$ cat src/rtl/ps2_scancode_sequencer_if.sv
// Byte-in / event-out bundle for the PS/2 scancode sequencer.
// The slave modport is the sequencer; the master modport is the receiver/consumer side.
interface ps2_scancode_sequencer_if;
  logic [7:0] rx_data;
  logic       rx_valid;
  logic       evt_valid;
  logic       evt_ready;
  logic [7:0] evt_code;
  logic       evt_ext;
  logic       evt_break;
  logic       overrun;
  logic       seq_err;

  modport master (
    output rx_data, rx_valid, evt_ready,
    input  evt_valid, evt_code, evt_ext, evt_break, overrun, seq_err
  );

  modport slave (
    input  rx_data, rx_valid, evt_ready,
    output evt_valid, evt_code, evt_ext, evt_break, overrun, seq_err
  );
endinterface

$ cat src/rtl/ps2_scancode_sequencer.sv
// Turns set-2 PS/2 scan bytes into {ext, break, code} key events on a single-entry output register.
// Define PS2_REPEAT_FILTER_EN to suppress typematic repeats of the most recent make.
//
//  state        | meaning
//  ST_IDLE      | waiting for the first byte of a key action
//  ST_PFX_E0    | E0 seen, extended code or F0 expected
//  ST_PFX_F0    | F0 seen, break code expected
//  ST_PFX_E0F0  | E0 F0 seen, extended break code expected
//  ST_SKIP_E1   | swallowing the remainder of the Pause sequence
module ps2_scancode_sequencer #(
  parameter int unsigned TIMEOUT_CYCLES = 50000
) (
  input logic                     clk,
  input logic                     reset,
  ps2_scancode_sequencer_if.slave bus
);

  localparam int unsigned TW = (TIMEOUT_CYCLES > 2) ? $clog2(TIMEOUT_CYCLES) : 1;
  localparam logic [TW-1:0] TMR_LAST = TW'(TIMEOUT_CYCLES - 1);

  localparam logic [2:0] ST_IDLE     = 3'd0;
  localparam logic [2:0] ST_PFX_E0   = 3'd1;
  localparam logic [2:0] ST_PFX_F0   = 3'd2;
  localparam logic [2:0] ST_PFX_E0F0 = 3'd3;
  localparam logic [2:0] ST_SKIP_E1  = 3'd4;

  logic [2:0]    state_q, state_d;
  logic [2:0]    skip_q, skip_d;
  logic [TW-1:0] tmr_q, tmr_d;
  logic          evt_valid_q, evt_valid_d;
  logic [7:0]    evt_code_q, evt_code_d;
  logic          evt_ext_q, evt_ext_d;
  logic          evt_brk_q, evt_brk_d;
  logic          overrun_q, overrun_d;
  logic          seq_err_q, seq_err_d;

  logic          done;
  logic          new_ext;
  logic          new_brk;
  logic [7:0]    new_code;
  logic          suppress;
  logic          is_err_byte;
  logic          is_ack_byte;
  logic          is_bad_in_brk;

  assign is_err_byte   = (bus.rx_data == 8'h00) || (bus.rx_data == 8'hFF);
  assign is_ack_byte   = (bus.rx_data == 8'hFA) || (bus.rx_data == 8'hAA) ||
                         (bus.rx_data == 8'hEE) || (bus.rx_data == 8'hFE);
  assign is_bad_in_brk = is_err_byte || (bus.rx_data == 8'hE0) ||
                         (bus.rx_data == 8'hF0) || (bus.rx_data == 8'hE1);

  always_comb begin
    state_d   = state_q;
    skip_d    = skip_q;
    tmr_d     = '0;
    done      = 1'b0;
    new_ext   = 1'b0;
    new_brk   = 1'b0;
    new_code  = bus.rx_data;
    seq_err_d = 1'b0;
    if (bus.rx_valid) begin
      case (state_q)
        ST_IDLE: begin
          if (bus.rx_data == 8'hE0) begin
            state_d = ST_PFX_E0;
          end else if (bus.rx_data == 8'hF0) begin
            state_d = ST_PFX_F0;
          end else if (bus.rx_data == 8'hE1) begin
            state_d = ST_SKIP_E1;
            skip_d  = 3'd7;
          end else if (is_err_byte) begin
            seq_err_d = 1'b1;
          end else if (!is_ack_byte) begin
            done = 1'b1;
          end
        end
        ST_PFX_E0: begin
          if (bus.rx_data == 8'hF0) begin
            state_d = ST_PFX_E0F0;
          end else if (bus.rx_data != 8'hE0) begin
            done    = 1'b1;
            new_ext = 1'b1;
            state_d = ST_IDLE;
          end
        end
        ST_PFX_F0, ST_PFX_E0F0: begin
          state_d = ST_IDLE;
          if (is_bad_in_brk) begin
            seq_err_d = 1'b1;
          end else begin
            done    = 1'b1;
            new_brk = 1'b1;
            new_ext = (state_q == ST_PFX_E0F0);
          end
        end
        ST_SKIP_E1: begin
          skip_d = skip_q - 3'd1;
          if (skip_q == 3'd1) begin
            done     = 1'b1;
            new_code = 8'hE1;
            state_d  = ST_IDLE;
          end
        end
        default: state_d = ST_IDLE;
      endcase
    end else if (state_q != ST_IDLE) begin
      // A stalled prefix is abandoned so a lost byte cannot corrupt the next key.
      if (tmr_q == TMR_LAST) begin
        state_d   = ST_IDLE;
        seq_err_d = 1'b1;
      end else begin
        tmr_d = tmr_q + 1'b1;
      end
    end
  end

`ifdef PS2_REPEAT_FILTER_EN
  logic       lm_valid_q, lm_valid_d;
  logic       lm_ext_q, lm_ext_d;
  logic [7:0] lm_code_q, lm_code_d;
  logic       lm_hit;

  assign lm_hit   = lm_valid_q && (lm_ext_q == new_ext) && (lm_code_q == new_code);
  assign suppress = done && !new_brk && lm_hit;

  always_comb begin
    lm_valid_d = lm_valid_q;
    lm_ext_d   = lm_ext_q;
    lm_code_d  = lm_code_q;
    if (done) begin
      if (new_brk) begin
        if (lm_hit) lm_valid_d = 1'b0;
      end else if (!lm_hit) begin
        lm_valid_d = 1'b1;
        lm_ext_d   = new_ext;
        lm_code_d  = new_code;
      end
    end
  end

  always_ff @(posedge clk) begin
    if (reset) begin
      lm_valid_q <= 1'b0;
      lm_ext_q   <= 1'b0;
      lm_code_q  <= 8'h00;
    end else begin
      lm_valid_q <= lm_valid_d;
      lm_ext_q   <= lm_ext_d;
      lm_code_q  <= lm_code_d;
    end
  end
`else
  assign suppress = 1'b0;
`endif

  always_comb begin
    evt_valid_d = evt_valid_q;
    evt_code_d  = evt_code_q;
    evt_ext_d   = evt_ext_q;
    evt_brk_d   = evt_brk_q;
    overrun_d   = 1'b0;
    if (done && !suppress) begin
      if (!evt_valid_q || bus.evt_ready) begin
        evt_valid_d = 1'b1;
        evt_code_d  = new_code;
        evt_ext_d   = new_ext;
        evt_brk_d   = new_brk;
      end else begin
        overrun_d = 1'b1;
      end
    end else if (evt_valid_q && bus.evt_ready) begin
      evt_valid_d = 1'b0;
    end
  end

  always_ff @(posedge clk) begin
    if (reset) begin
      state_q     <= ST_IDLE;
      skip_q      <= 3'd0;
      tmr_q       <= '0;
      evt_valid_q <= 1'b0;
      evt_code_q  <= 8'h00;
      evt_ext_q   <= 1'b0;
      evt_brk_q   <= 1'b0;
      overrun_q   <= 1'b0;
      seq_err_q   <= 1'b0;
    end else begin
      state_q     <= state_d;
      skip_q      <= skip_d;
      tmr_q       <= tmr_d;
      evt_valid_q <= evt_valid_d;
      evt_code_q  <= evt_code_d;
      evt_ext_q   <= evt_ext_d;
      evt_brk_q   <= evt_brk_d;
      overrun_q   <= overrun_d;
      seq_err_q   <= seq_err_d;
    end
  end

  assign bus.evt_valid = evt_valid_q;
  assign bus.evt_code  = evt_code_q;
  assign bus.evt_ext   = evt_ext_q;
  assign bus.evt_break = evt_brk_q;
  assign bus.overrun   = overrun_q;
  assign bus.seq_err   = seq_err_q;

endmodule

$ cat src/flat_wrapper.sv
// flat-port wrapper written by rule: the top's interface ports become plain ports
module ps2_scancode_sequencer_flat 
#(
  parameter int unsigned TIMEOUT_CYCLES = 50000
)
  (clk, reset, bus_rx_data, bus_rx_valid, bus_evt_ready, bus_evt_valid, bus_evt_code, bus_evt_ext, bus_evt_break, bus_overrun, bus_seq_err);
  ps2_scancode_sequencer_if bus_i ();
  input logic clk;
  input logic reset;
  input wire logic [$bits(bus_i.rx_data)-1:0] bus_rx_data;
  input wire logic [$bits(bus_i.rx_valid)-1:0] bus_rx_valid;
  input wire logic [$bits(bus_i.evt_ready)-1:0] bus_evt_ready;
  output wire logic [$bits(bus_i.evt_valid)-1:0] bus_evt_valid;
  output wire logic [$bits(bus_i.evt_code)-1:0] bus_evt_code;
  output wire logic [$bits(bus_i.evt_ext)-1:0] bus_evt_ext;
  output wire logic [$bits(bus_i.evt_break)-1:0] bus_evt_break;
  output wire logic [$bits(bus_i.overrun)-1:0] bus_overrun;
  output wire logic [$bits(bus_i.seq_err)-1:0] bus_seq_err;
  assign bus_i.rx_data = bus_rx_data;
  assign bus_i.rx_valid = bus_rx_valid;
  assign bus_i.evt_ready = bus_evt_ready;
  assign bus_evt_valid = bus_i.evt_valid;
  assign bus_evt_code = bus_i.evt_code;
  assign bus_evt_ext = bus_i.evt_ext;
  assign bus_evt_break = bus_i.evt_break;
  assign bus_overrun = bus_i.overrun;
  assign bus_seq_err = bus_i.seq_err;
  ps2_scancode_sequencer #(.TIMEOUT_CYCLES(TIMEOUT_CYCLES)) u_core (.clk(clk), .reset(reset), .bus(bus_i));
endmodule
$ cat config.mk
export PLATFORM = sky130hd
export DESIGN_NAME = ps2_scancode_sequencer_flat
export DESIGN_NICKNAME = d
export VERILOG_FILES = /design/src/rtl/ps2_scancode_sequencer_if.sv /design/src/rtl/ps2_scancode_sequencer.sv /design/src/flat_wrapper.sv
export SDC_FILE = /design/constraint.sdc
export NUM_CORES = 1
export LEC_CHECK = 0
export ABC_AREA = 1
export CORE_ASPECT_RATIO = 0.9
export CORE_UTILIZATION = 29
export DETAILED_ROUTE_END_ITERATION = 8
export GPL_TIMING_DRIVEN = 0
export PLACE_DENSITY = 0.47
export SETUP_SLACK_MARGIN = 0.3
export SYNTH_ARGS = -nofsm -noshare
export SYNTH_HDL_FRONTEND = slang
export SYNTH_SLANG_ARGS = --single-unit
export TNS_END_PERCENT = 30
$ cat constraint.sdc
create_clock -name clk -period 1.4 [get_ports clk]
set_input_delay 0.42 -clock clk [delete_from_list [all_inputs] [get_ports clk]]
set_output_delay 0.42 -clock clk [all_outputs]
set_load 0.01 [all_outputs]
## Yosys cells after proc, flatten, opt, wreduce, memory -nomap -nowiden

Cells that the tools add are included.

| storage, ports and cells | value |
|---|---|
| flip-flop bits (word level) | 35 |
| input port bits | 12 |
| output and inout port bits | 13 |
| logic and storage cells | 105 |

| cells by class | value |
|---|---|
| add/sub/neg operators | 2 |
| eq/ne operators | 22 |
| mux-type cells | 46 |
| bitwise logic cells | 2 |
| reductions and logical operators | 24 |

Operator list:

| operator | number |
|---|---|
| $eq A8 B8 Y1 const B | 8 |
| $mux W3 | 12 |
| $mux W1 | 26 |
| $mux W8 | 3 |
| $add A16 B1 Y16 const B | 1 |
| $eq A16 B16 Y1 const B | 1 |
| $reduce_and A5 Y1 | 2 |
| $pmux W3 S3 | 1 |
| $logic_not A8 Y1 | 1 |
| $logic_or A1 B1 Y1 | 8 |
| $ne A8 B8 Y1 const B | 1 |
| $reduce_bool A2 Y1 | 4 |
| $eq A3 B1 Y1 const B | 2 |
| $eq A3 B2 Y1 const B | 2 |
| $ne A2 B2 Y1 const B | 3 |
| $pmux W3 S2 | 1 |
| $ne A5 B2 Y1 const B | 1 |
| $ne A4 B2 Y1 const B | 1 |
| $pmux W1 S2 | 2 |
| $pmux W1 S4 | 1 |
| $reduce_and A2 Y1 | 2 |
| $reduce_or A2 Y1 | 2 |
| $reduce_or A4 Y1 | 1 |
| $eq A3 B3 Y1 const B | 1 |
| 8 further kinds | 9 |

## Depth between registers and ports, before layout

Gate-level depths: netlist of run 1.

| logic depth | value |
|---|---|
| depth in word-level cells | 13 |
| depth in mapped cells | 13 |

## Least setup slack after synthesis of run 1

OpenSTA, ideal clock, no wires.

| timing | value |
|---|---|
| path kind | reg-to-reg |
| start | reg u_core.tmr_q[0] |
| end | reg u_core.tmr_q[14] |
| setup time | 119 ps |
| arrival | 1411 ps |
| required time | 1281 ps |
| slack | -130 ps |
| cell stages (with the launch flop) | 9 |
| period minus slack after synthesis | 1530 ps |
| cell sequence | dfxtp_1 -> ha_1 -> nand3_1 -> nor3_2 -> nand3_1 -> nor2_1 -> nand4_1 -> o21ai_0 -> a21oi_1 |

| on the way | value |
|---|---|
| word-level cells in the longest chain between the ends | 2 |
| elaborated cells between the ends (all ways) | 3 |

Ends and longest elaborated chain:

| element | line | text |
|---|---|---|
| from (decl) | ps2_scancode_sequencer.sv:29 | `logic [TW-1:0] tmr_q, tmr_d;` |
| from (signal assigned) | ps2_scancode_sequencer.sv:190 | `tmr_q <= tmr_d;` |
| branches (longest 2 deep; another with $add A16 B1 Y16) | n/a |  |

Several ways; the timed one is not identified.
A chain may end at the register's enable or synchronous reset.

## Worst setup path in the final report of run 1

Same ends and word-level chain as after synthesis.

==> qor.yml, run 1 <==
worst_slack_ns: -0.104
clockBufferDepth: 2
rows: 28
final_util: 0.428
cellLeakagePower_nw: 1.30
grt_max_degree: 12
insertion_delay_ns: 0.28
clk_pin_slew_ns: 0.08
p_per_area_nw_per_um2: 733
hp-class: "flip-flop to flip-flop"
finalClockSkew_ns: 0.00422
synth_nets: 333
synth_ff_type: "dfxtp_1"
ios: 25
grt-ovfl-total: 0
start_util: 0.301
cts_max_level: 2
cp-startpoint: "u_core.tmr_q[0]"
grt_pass1_vias: 1849
syn_area_sq_um: 1990
drive_gt1_frac: 0.366
io_buffers: 24
final_nets: 383
syn_area_per_cell_sq_um: 6.26
drc: 0
synth_cell_type_count: 34
grt.total_usage: 0.154
antenna_left: 0
area_growth_pct: 42.3
vdd_drop_max_v: 0.000364
grt_pass1_wl_mm: 8.48
crit_path_start_kind: "flip-flop"
dpl.hpwl_mm: 3.57
cts_tree: "built"
rsz0062_at_grt: "true"
hp-start: "u_core.tmr_q[0]"
max_cap_violations: 0
drt_wl_total_mm: 5.22
synth_seq_cells: 35
drv_slew: 0
r2r-start: "u_core.tmr_q[0]"
drt_iter0_drc: 84
die_area_sq_um: 7200
antenna_cells: 0
slew_headroom: 0.741
fmax_mhz: 665
postPlaceCellArea_sq_um: 2420
cts_made_buffers: 5
post-route-period-util: 1.07
finalCriticalPeriod_ns: 1.50
ys_warn_count: 0
root_buffer: "clkbuf_8"
hold_buffers: 0
gp_congestion: 0.803
core_sq_um: 6620
fp.dieH_microns: 80.6
drtPass1Iterations: 4
synthCells: 318
crit_path_max_fanout: 4
finalSetupViolations: 24
via_per_inst: 4.48
die_x_microns: 89.4
routedWlPerCell_microns: 11.4
yosysSeqAreaShare: 0.352
worstSetupPathType: "flip-flop to flip-flop"
synthArstFlopShare: 0
violations: "negative setup slack"
cp-end-kind: "flip-flop"
worst_pin_slew_ns: 0.387
dr_total_vias: 2057
final_area_sq_um: 2840
worstPathRequired_ns: 1.57
status: "finished, violations left"
arrival_ns: 1.68
synth_edf_count: 0
tns_ns: -1.24
hold_violations: 0
antenna_found_initial: 0
cts_sinks: 35
-- per-layer routing --
layer  up-vias  routed length, microns  GRT usage
met2        22                    2310      0.229
li1       1095                       -          -
met4         0                      70     0.0603
met1       932                    2710      0.215
met5         -                       0          0
met3         8                     122     0.0319
-- cell usage in the layout (no fill, tap or decap), drive strengths merged, types with 10 or more instances in the layout --
cell and count:
nand4 17, a21oi 16, dfxtp 35, o21ai 10, nor2 49, inv 65
nand2 82, buf 30, clkbuf 20, nand3 15
-- Yosys cell counts (2+ instances only) --
cell	n	area, sq um
a21oi_1	15	75.1
a22oi_1	2	15.0
clkbuf_1	3	11.3
dfxtp_1	35	701
ha_1	3	37.5
inv_1	63	236
inv_2	2	7.51
nand2_1	81	304
nand3_1	13	65.1
nand4_1	17	106
nor2_1	43	161
nor2_2	6	37.5
nor3_1	7	35.0
o21ai_0	8	40.0
-- power breakdown --
part	internal (mW)	leakage (nW)	switching, mW
Sequential	1.02	0.291	0.0181
Combinational	0.126	0.969	0.194
Clock	0.348	0.0412	0.373
-- sequential cells by signal (all words and copies together) (netlist names) --
register and count:
u_core.tmr_q 16, u_core.bus.evt_code 8, u_core.skip_q 3, u_core.state_q 3, u_core.bus.evt_break 1, u_core.bus.evt_ext 1
u_core.bus.evt_valid 1, u_core.bus.overrun 1, u_core.bus.seq_err 1
-- final timing paths --
path	end	slack (ns)	cells past startpoint
setup / recovery	u_core.tmr_q[14]	-0.10	8
hold / removal	u_core.tmr_q[0]	0.47	1
setup reg to reg	u_core.tmr_q[14]	-0.10	8
hold reg to reg	u_core.tmr_q[0]	0.47	1
-- per-stage QoR --
| stage | setup WS [ns] | instances | total power [mW] | hold WS [ns] |
|---|---|---|---|---|
| after floorplan | -0.0393 | 318 | 1.24 | 0.429 |
| after detailed placement | -0.917 | 432 | 1.38 | 0.458 |
| final | -0.104 | 459 | 2.08 | 0.470 |
| after CTS | -0.124 | 452 | 2.10 | 0.454 |
| after global routing | -0.230 | 459 | 2.20 | 0.492 |
| after global placement | -0.892 | 432 | 1.38 | 0.450 |
-- logic make-up after synthesis --
| kind of cell | count (synthesis) | synth area share |
|---|---|---|
| compound gates | 34 | 0.0993 |
| xor+xnor | 1 | 0.00440 |
| fa+ha+maj | 3 | 0.0188 |
| buf+inv | 71 | 0.140 |
| flops | 35 | 0.352 |
| simple gates | 174 | 0.386 |
-- final cells by class --
type	instances	area [sq um]
Tap cell	90	113
Clock buffer	6	72.6
Multi-Input combinational cell	213	1330
Sequential cell	35	723
Clock inverter	2	12.5
Timing Repair Buffer	42	287
Fill cell	682	3790
Inverter	65	244
Buffer	6	53.8
-- timing repair --
action	4_1_cts	5_1_grt
cloned	2	0
resized for setup	91	75
setup endpoints to repair	48	48
pin swaps	17	18
hold endpoints to repair	0	0
setup buffers	10	7
-- worst max-delay path, cell delays in order, from the launching register on --
cell and delay, ns:
dfxtp_4 0.39, ha_4 0.16, nand3_4 0.09, nor3_4 0.20
nand3_4 0.14, nor2_4 0.12, nand4_1 0.11, o21ai_1 0.14
a21oi_1 0.05
Note: power is estimated with default switching activity, not from simulation.
==> run 2, diff against run 1 <==
--- a/config.mk
+++ b/config.mk
@@ -10,8 +10,7 @@
 export CORE_UTILIZATION = 29
 export DETAILED_ROUTE_END_ITERATION = 8
 export GPL_TIMING_DRIVEN = 0
-export PLACE_DENSITY = 0.47
-export SETUP_SLACK_MARGIN = 0.3
+export PLACE_DENSITY_LB_ADDON = 0.12
 export SYNTH_ARGS = -nofsm -noshare
 export SYNTH_HDL_FRONTEND = slang
 export SYNTH_SLANG_ARGS = --single-unit
==> qor.yml, run 2 (synthesis results as in run 1) <==
cts_max_level: 2  # unchanged
grt.total_usage: 0.152  # was 0.154
drc: 0  # unchanged
final_cell_mix: "71 x nand2_1, 54 x inv_1, 31 x nor2_1"  # was 67 x nand2_1, 54 x inv_1, 30 x nor2_1
vdd_drop_max_v: 0.000644  # was 0.000364 V
status: "finished, violations left"  # unchanged
finalCriticalPeriod_ns: 1.56  # was 1.50 ns
cts_sinks: 35  # unchanged
antenna_cells: 0  # unchanged
hold_buffers: 0  # unchanged
slowest_delay_ns: 0.39  # about the same
die_x_microns: 89.4  # unchanged
routedWlPerCell_microns: 11.0  # was 11.4 microns
ios: 25  # unchanged
core_sq_um: 6620  # unchanged
power_mw: 2.45  # was 2.08 mW
antenna_found_initial: 0  # unchanged
slew_headroom: 0.775  # was 0.741
post-route-period-util: 1.11  # was 1.07
finalSetupViolations: 26  # was 24
worstPathRequired_ns: 1.58  # was 1.57 ns
fmax_mhz: 641  # was 665 MHz
area_growth_pct: 49.1  # was 42.3%
drtPass1Iterations: 4  # unchanged
power_switching_uw: 578  # was 584 uW
drive_gt1_frac: 0.314  # was 0.366
cellLeakagePower_nw: 1.39  # was 1.30 nW
crit_path_max_fanout: 4  # unchanged
layout_commonest_cell: "nand2_1"  # unchanged
grt_max_degree: 12  # unchanged
grt_pass1_vias: 1891  # was 1849
worst_pin_slew_ns: 0.338  # was 0.387 ns
gp_congestion: 0.809  # was 0.803
clockBufferDepth: 2  # unchanged
drv_slew: 0  # unchanged
p_clk_frac: 0.441  # was 0.347
grt_pass1_wl_mm: 8.42  # was 8.48 mm
worstSetupPathType: "flip-flop to flip-flop"  # unchanged
drt_iter0_drc: 110  # was 84
crit_path_start_kind: "flip-flop"  # unchanged
max_cap_violations: 0  # unchanged
dpl.hpwl_mm: 3.51  # was 3.57 mm
rows: 28  # unchanged
dr_total_vias: 2094  # was 2057
comb_power_share: 0.138  # was 0.154
cts_tree: "built"  # unchanged
cp-end-kind: "flip-flop"  # unchanged
worst_slack_ns: -0.160  # was -0.104 ns
cts_made_buffers: 5  # unchanged
top_register: "u_core.tmr_q"  # unchanged
whs_path_depth: 2  # was 1
p_per_area_nw_per_um2: 826  # was 733 nW/um^2
root_buffer: "clkbuf_8"  # unchanged
hold_violations: 0  # unchanged
violations: "negative setup slack"  # unchanged
crit_path_frequent_cell: "nand3_4"  # unchanged
switching_share: 0.236  # was 0.281
arrival_ns: 1.74  # was 1.68 ns
hp-class: "flip-flop to flip-flop"  # unchanged
drt_wl_total_mm: 5.15  # was 5.22 mm
rsz0062_at_grt: "true"  # unchanged
pwr-share-seq: 0.422  # was 0.500
start_util: 0.301  # unchanged
via_per_inst: 4.49  # was 4.48
insertion_delay_ns: 0.29  # was 0.28 ns
fp.dieH_microns: 80.6  # unchanged
largest_reg_flops: 16  # unchanged
grt-ovfl-total: 0  # unchanged
rr_worst_depth: 8  # unchanged
finalClockSkew_ns: 0.00723  # was 0.00422 ns
clk_pin_slew_ns: 0.07  # was 0.08 ns
io_buffers: 24  # unchanged
p_int_mw: 1.88  # was 1.49 mW
final_nets: 390  # was 383
tns_ns: -2.03  # was -1.24 ns
crit_slowest_cell: "dfxtp_4"  # unchanged
antenna_left: 0  # unchanged
die_area_sq_um: 7200  # unchanged
critical_path.cell_chain: "ha_4 > nand3_4 > nor3_4 > nand3_4 > nor2_4 > nand4_1 > o21ai_1 > a21oi_1"  # unchanged
[run 2: power by group through the flow]
stage	clock, mW	sequential, mW	combinational, mW
2_1_floorplan	0	1.08	0.156
3_3_place_gp	0	1.07	0.311
3_5_place_dp	0	1.07	0.310
4_1_cts	1.12	1.04	0.328
5_1_grt	1.15	1.04	0.382
6_report	1.08	1.03	0.337
[run 2: area by class of cell]
cell class / count / area [sq um]
clock inverter: 2 / 60.1
buffer: 6 / 56.3
timing repair buffer: 49 / 405
multi-input combinational: 213 / 1290
tap: 90 / 113
clock buffer: 6 / 72.6
sequential: 35 / 724
inverter: 65 / 246
fill: 683 / 3650
[run 2: critical path: cells and delay by family (launching register included)]
family,cells,cell delay (ns)
AO/OA/AOI/OAI,2,0.20
adder cells (fa/ha/maj),1,0.15
flip-flops,1,0.39
AND/OR/NAND/NOR,5,0.70
[run 2: per-stage QoR]
step / hold slack, ns / utilization / instances / setup slack [ns] / instance area (sq um)
final: 0.477 / 0.449 / 466 / -0.160 / 2970
after global routing: 0.515 / 0.449 / 466 / -0.308 / 2970
after floorplan: 0.429 / - / 318 / -0.0393 / 2070
after CTS: 0.453 / 0.420 / 456 / -0.165 / 2780
after global placement: 0.449 / 0.366 / 432 / -0.893 / 2420
after detailed placement: 0.456 / 0.366 / 432 / -0.901 / 2420
[run 2: per-layer routing]
metal,part of all wire,vias up,global-route usage
li1,-,1112,-
met1,0.50,942,0.194
met2,0.46,36,0.253
met3,0.032,4,0.0360
met4,0.0089,0,0.0429
met5,0,-,0
[run 2: worst paths after layout]
check	endpoint	slack (ns)	from
max	u_core.tmr_q[14]	-0.16	u_core.tmr_q[0]
min	u_core.tmr_q[4]	0.48	u_core.tmr_q[4]
max reg2reg	u_core.tmr_q[14]	-0.16	u_core.tmr_q[0]
min reg2reg	u_core.tmr_q[4]	0.48	u_core.tmr_q[4]
[run 2: timing repair]
| item | 4_1_cts | 5_1_grt |
|---|---|---|
| gates cloned | 2 | 0 |
| setup buffers | 14 | 10 |
| pin swaps | 23 | 23 |
| setup endpoints to repair | 48 | 32 |
| resized for setup | 103 | 31 |
